## config.mk

```make
export PLATFORM = sky130hd
export DESIGN_NAME = eth_wb_cfg_sequencer
export DESIGN_NICKNAME = d
export VERILOG_FILES = /design/src/rtl/eth_wb_cfg_sequencer.sv
export SDC_FILE = /design/constraint.sdc
export NUM_CORES = 1
export LEC_CHECK = 0
export ABC_AREA = 0
export BUFFER_PORTS_ARGS = -buffer_cell sky130_fd_sc_hd__buf_2
export CAP_MARGIN = 20
export CORE_AREA = 2 2 115 162
export DETAILED_ROUTE_END_ITERATION = 8
export DIE_AREA = 0 0 117 164
export GPL_ROUTABILITY_DRIVEN = 1
export PLACE_DENSITY_LB_ADDON = 0.1
export SLEW_MARGIN = 20
export SYNTH_ARGS = -nofsm -noshare
export SYNTH_HDL_FRONTEND = slang
export SYNTH_SLANG_ARGS = --single-unit
```

## constraint.sdc

```tcl
create_clock -name wb_clk_i -period 3.25 [get_ports wb_clk_i]
set_clock_uncertainty 0.05 [all_clocks]
set_input_delay 0.1625 -clock wb_clk_i [delete_from_list [all_inputs] [get_ports wb_clk_i]]
set_output_delay 0.1625 -clock wb_clk_i [all_outputs]
set_load 0.005 [all_outputs]
```

## src/rtl/eth_wb_cfg_sequencer.sv

```systemverilog
// Wishbone master that walks a register op table (write / read-compare / end) into the ethmac host port.
// Latency: FETCH + one bus phase per entry, so 2 cycles/entry with a zero-wait slave; done_o lands 2N+2 after start.
// Backpressure: each strobe is held until ack/err, abort or the timeout; the table is read combinationally on cfg_idx_o.
module eth_wb_cfg_sequencer #(
    parameter int NUM_ENTRIES = 16,
    parameter int TIMEOUT_CYC = 255,
    localparam int IDX_W = $clog2(NUM_ENTRIES)
) (
    input  logic             wb_clk_i,
    input  logic             wb_rst_i,
    input  logic             start_i,
    input  logic             abort_i,
    output logic [IDX_W-1:0] cfg_idx_o,
    input  logic [1:0]       cfg_op_i,
    input  logic [9:0]       cfg_adr_i,
    input  logic [31:0]      cfg_dat_i,
    input  logic [31:0]      cfg_mask_i,
    input  logic [3:0]       cfg_sel_i,
    output logic [9:0]       wb_adr_o,
    output logic [31:0]      wb_dat_o,
    output logic [3:0]       wb_sel_o,
    output logic             wb_we_o,
    output logic             wb_cyc_o,
    output logic             wb_stb_o,
    input  logic [31:0]      wb_dat_i,
    input  logic             wb_ack_i,
    input  logic             wb_err_i,
    output logic             busy_o,
    output logic             done_o,
    output logic             error_o,
    output logic [2:0]       err_code_o,
    output logic [IDX_W-1:0] err_idx_o,
    output logic [31:0]      rd_data_o
);

    typedef enum logic [1:0] {
        ST_IDLE   = 2'd0,
        ST_FETCH  = 2'd1,
        ST_BUS    = 2'd2,
        ST_FINISH = 2'd3
    } state_t;

    localparam logic [1:0] OP_WR  = 2'b00;
    localparam logic [1:0] OP_RC  = 2'b01;
    localparam logic [1:0] OP_END = 2'b10;

    localparam logic [2:0] ERR_NONE  = 3'd0;
    localparam logic [2:0] ERR_BUS   = 3'd1;
    localparam logic [2:0] ERR_CMP   = 3'd2;
    localparam logic [2:0] ERR_OP    = 3'd3;
    localparam logic [2:0] ERR_TMO   = 3'd4;
    localparam logic [2:0] ERR_ABORT = 3'd5;

    localparam logic [IDX_W-1:0] IDX_LAST = IDX_W'(NUM_ENTRIES - 1);
    localparam logic [15:0]      TMO_LAST = 16'(TIMEOUT_CYC - 1);

    state_t      state;
    state_t      state_nxt;
    logic [2:0]  fail_code;
    logic [31:0] mask_q;
    logic [15:0] tmo_cnt;
    logic        cmp_miss;
    logic        rd_ack;

    // wb_dat_o doubles as the latched compare value for read-compare entries
    assign cmp_miss = ((wb_dat_i & mask_q) != (wb_dat_o & mask_q));
    assign rd_ack   = (state == ST_BUS) && !abort_i && !wb_err_i && wb_ack_i && !wb_we_o;

    always_ff @(posedge wb_clk_i) begin
        if (wb_rst_i) begin
            state <= ST_IDLE;
        end else begin
            state <= state_nxt;
        end
    end

    always_comb begin
        state_nxt = state;
        fail_code = ERR_NONE;
        case (state)
            ST_IDLE: begin
                if (start_i) begin
                    state_nxt = ST_FETCH;
                end
            end
            ST_FETCH: begin
                if (abort_i) begin
                    state_nxt = ST_FINISH;
                    fail_code = ERR_ABORT;
                end else begin
                    case (cfg_op_i)
                        OP_END: state_nxt = ST_FINISH;
                        OP_WR, OP_RC: state_nxt = ST_BUS;
                        default: begin
                            state_nxt = ST_FINISH;
                            fail_code = ERR_OP;
                        end
                    endcase
                end
            end
            ST_BUS: begin
                if (abort_i) begin
                    state_nxt = ST_FINISH;
                    fail_code = ERR_ABORT;
                end else if (wb_err_i) begin
                    state_nxt = ST_FINISH;
                    fail_code = ERR_BUS;
                end else if (wb_ack_i) begin
                    if (!wb_we_o && cmp_miss) begin
                        state_nxt = ST_FINISH;
                        fail_code = ERR_CMP;
                    end else if (cfg_idx_o == IDX_LAST) begin
                        state_nxt = ST_FINISH;
                    end else begin
                        state_nxt = ST_FETCH;
                    end
                end else if (tmo_cnt == TMO_LAST) begin
                    state_nxt = ST_FINISH;
                    fail_code = ERR_TMO;
                end
            end
            ST_FINISH: state_nxt = ST_IDLE;
            default:   state_nxt = ST_IDLE;
        endcase
    end

    always_ff @(posedge wb_clk_i) begin
        if (wb_rst_i) begin
            cfg_idx_o  <= '0;
            wb_adr_o   <= '0;
            wb_dat_o   <= '0;
            wb_sel_o   <= '0;
            wb_we_o    <= 1'b0;
            wb_cyc_o   <= 1'b0;
            wb_stb_o   <= 1'b0;
            busy_o     <= 1'b0;
            done_o     <= 1'b0;
            error_o    <= 1'b0;
            err_code_o <= '0;
            err_idx_o  <= '0;
            rd_data_o  <= '0;
            mask_q     <= '0;
            tmo_cnt    <= '0;
        end else begin
            done_o <= 1'b0;
            case (state)
                ST_IDLE: begin
                    if (start_i) begin
                        cfg_idx_o  <= '0;
                        error_o    <= 1'b0;
                        err_code_o <= '0;
                        err_idx_o  <= '0;
                        busy_o     <= 1'b1;
                    end
                end
                ST_FETCH: begin
                    if (state_nxt == ST_BUS) begin
                        wb_adr_o <= cfg_adr_i;
                        wb_dat_o <= cfg_dat_i;
                        wb_sel_o <= cfg_sel_i;
                        wb_we_o  <= (cfg_op_i == OP_WR);
                        mask_q   <= cfg_mask_i;
                        wb_cyc_o <= 1'b1;
                        wb_stb_o <= 1'b1;
                        tmo_cnt  <= '0;
                    end
                end
                ST_BUS: begin
                    if (state_nxt == ST_BUS) begin
                        if (tmo_cnt != 16'hFFFF) begin
                            tmo_cnt <= tmo_cnt + 16'd1;
                        end
                    end else begin
                        wb_cyc_o <= 1'b0;
                        wb_stb_o <= 1'b0;
                    end
                    if (rd_ack) begin
                        rd_data_o <= wb_dat_i;
                    end
                    if (state_nxt == ST_FETCH) begin
                        cfg_idx_o <= cfg_idx_o + 1'b1;
                    end
                end
                ST_FINISH: busy_o <= 1'b0;
                default: ;
            endcase
            // result fields appear together with the done pulse
            if (state_nxt == ST_FINISH) begin
                done_o <= 1'b1;
                if (fail_code != ERR_NONE) begin
                    error_o    <= 1'b1;
                    err_code_o <= fail_code;
                    err_idx_o  <= cfg_idx_o;
                end
            end
        end
    end

endmodule

```

==> results.cfg <==
[global_routing]
grt_max_degree = 79
overflow = 0
globalRouteTotalUtil_pct = 20.85
grt_pass1_vias = 6211
grt_pass1_wl_um = 31020
grt_antenna_before_repair = 0

[critical_path]
cp_max_fo = 78
startpoint = state[1]
critPathRequiredTime_ns = 3.55
cp-start-kind = flop
path_class = flop to flop
reg2reg_depth = 10
r2r-end = wb_adr_o[6]
worstSetupEndpointType = flop
timing.rr.start = state[1]
rrSetupSlack_ns = 0.49
crit_arrival_ns = 3.06

[worst_hold_path]
hold_path_class = primary input to flop
hold_depth = 4
min_from = cfg_op_i[0]
hold_end = wb_we_o

[drt]
drt-pass1-iter-count = 6
totalWireLength_um = 19840
wl_per_cell_um = 15.07
vias_per_cell = 4.736
drtIter0Drc = 294
ant_nets = 0
drc = 0
num_vias = 6237

[status]
outcome = finished clean

[sta]
slew_headroom_pct = 40.47
worst_pin_slew_ns = 0.8929
slew_violations = 0
rsz0062_at_grt = no
finalSetupTns_ns = 0
post-route-period-util_pct = 85.00
finalHoldViolCount = 0
fmax_mhz = 362.0
fin_ws_ns = 0.4876
setup_viol = 0
fin_crit_ns = 2.762

[layout]
fillers = 1751
layout_common_cells = nand2_1, buf_2, dfxtp_1
final_nets = 1189
final_common_cell = nand2_1
diodes = 0
post-route-util_pct = 51.31
design_area_um2 = 9123
multi_input_area_um2 = 2963
drive_above_1_share_pct = 25.81
area_growth_pct = 49.74
regArea_um2 = 2883

[place]
dpl.hpwl_um = 13510
place_congestion = 0.7825
place_ws_ns = 0.5447
portBuffers = 212
postPlaceCellArea_um2 = 7378

[synthesis]
synth_top_area_share_pct = 47.32
ys_types = 50
ys_top_cells_by_area = dfxtp_1, nand2_1, a21oi_1, xor2_1, a22oi_1
yosys_warnings = 0
synth_seq_cells = 144
netlist_area_um2 = 6092
syn_avg_cell_area_um2 = 8.069
synth_top_cell_by_area = dfxtp_1
synthArstFlopShare_pct = 0
syn_inst = 755
seq_area_frac_synth_pct = 47.32
syn_nets = 880
synth_flop_cell = dfxtp_1
synth_edf_count = 0

[power]
p_leak_nw = 3.767
peakVddDrop_uv = 250.0
power_density_nw_per_um2 = 503.8
total_power_w = 0.004596

[cts]
clkSlewWorstSetupHoldPaths_ns = 0.06
cts_made_buffers = 17
htreeDepth = 4
post_cts_resized = 0
clockBufferDepth = 2
cts_setup_buffers = 0
clk_latency_ns = 0.43
cts_tree = yes
cts_sinks = 144
clockRootBuffer = clkbuf_16

[floorplanning]
coreArea_um2 = 17780
rows = 58
start_util_pct = 34.26
die_h_um = 164
die_w_um = 117
ios = 213
dieArea_um2 = 19190

[job]
drv_cap = 0
==> registers in the layout, summed over array words and instances (netlist names), 2 cells and up <==
name	flops
wb_dat_o	32
wb_sel_o	4
state	2
mask_q	32
wb_adr_o	10
cfg_idx_o	4
err_idx_o	4
err_code_o	3
rd_data_o	32
tmo_cnt	16
==> stage by stage <==
stage | cells | hold slack (ns)
floorplan | 755 | 0.2485
global placement | 1175 | 0.3544
detailed placement | 1175 | 0.3587
CTS | 1317 | 0.02561
global route | 1317 | 0.06935
finish | 1317 | 0.04657
==> layer usage <==
layer	vias up	global-route usage (%)	part of all wire [%]
met3	31	4.760	3.6
met2	158	37.89	53
met5	-	0	0
met4	0	6.578	2.1
met1	2884	23.82	41
li1	3164	-	-
==> area by class of cell <==
| class | instances | area share (%) |
|---|---|---|
| Clock buffer | 18 | 4.704 |
| Clock inverter | 14 | 2.345 |
| Inverter | 11 | 0.4526 |
| Multi-Input combinational cell | 556 | 32.48 |
| Sequential cell | 144 | 31.60 |
| Tap cell | 240 | 3.292 |
| Timing Repair Buffer | 334 | 25.13 |
==> cells in the mapped netlist (9+ instances only) <==
| cell type | instances |
|---|---|
| a22oi_1 | 16 |
| nor2_1 | 24 |
| a21oi_2 | 11 |
| inv_1 | 11 |
| clkbuf_1 | 30 |
| dfxtp_1 | 144 |
| a21oi_1 | 118 |
| o21ai_0 | 11 |
| nand4_1 | 14 |
| xor2_1 | 39 |
| nand2_1 | 241 |
| nand3_1 | 9 |
==> critical path: stages, from the launching register on <==
cell,delay (ns)
dfxtp_1,0.39
inv_1,0.09
ha_1,0.31
o21a_1,0.17
or2_1,0.26
o31ai_4,0.43
o21a_4,0.23
and2_2,0.17
buf_12,0.29
nand2_1,0.09
a21oi_1,0.14
==> how the worst max path moves through the flow <==
stage / end / slack [ns] / cells past startpoint
CTS: wb_dat_o[10] / 0.51 / 10
global placement: wb_sel_o[1] / 0.57 / 10
global route: wb_adr_o[6] / 0.25 / 10
finish: wb_adr_o[6] / 0.49 / 10
detailed placement: wb_adr_o[4] / 0.54 / 10
floorplan: mask_q[1] / 0.85 / 13
==> cells by family (layout without fill, tap and decap cells) <==
kind of cell | Yosys count | count (layout) | share of synthesized area, %
multiplexers | 1 | 1 | 0.1643
AND/OR/NAND/NOR | 325 | 325 | 22.74
flip-flops | 144 | 144 | 47.32
AO/OA/AOI/OAI | 181 | 181 | 18.01
XOR/XNOR | 42 | 42 | 6.038
buffers and inverters | 55 | 377 | 4.292
adder cells (fa/ha/maj) | 7 | 7 | 1.438
==> timing repair <==
action	in CTS	in global routing
setup endpoints to repair	0	0
endpoints found under the hold margin	110	0
hold buffers	110	0
==> report_power, final <==
group,total (W),internal [W],switching (W)
Clock,0.00214,0.00136,0.000774
Sequential,0.00184,0.00180,0.0000311
Combinational,0.000625,0.000281,0.000344
Total,0.00460,0.00345,0.00115
(Power assumes the default switching activity.)
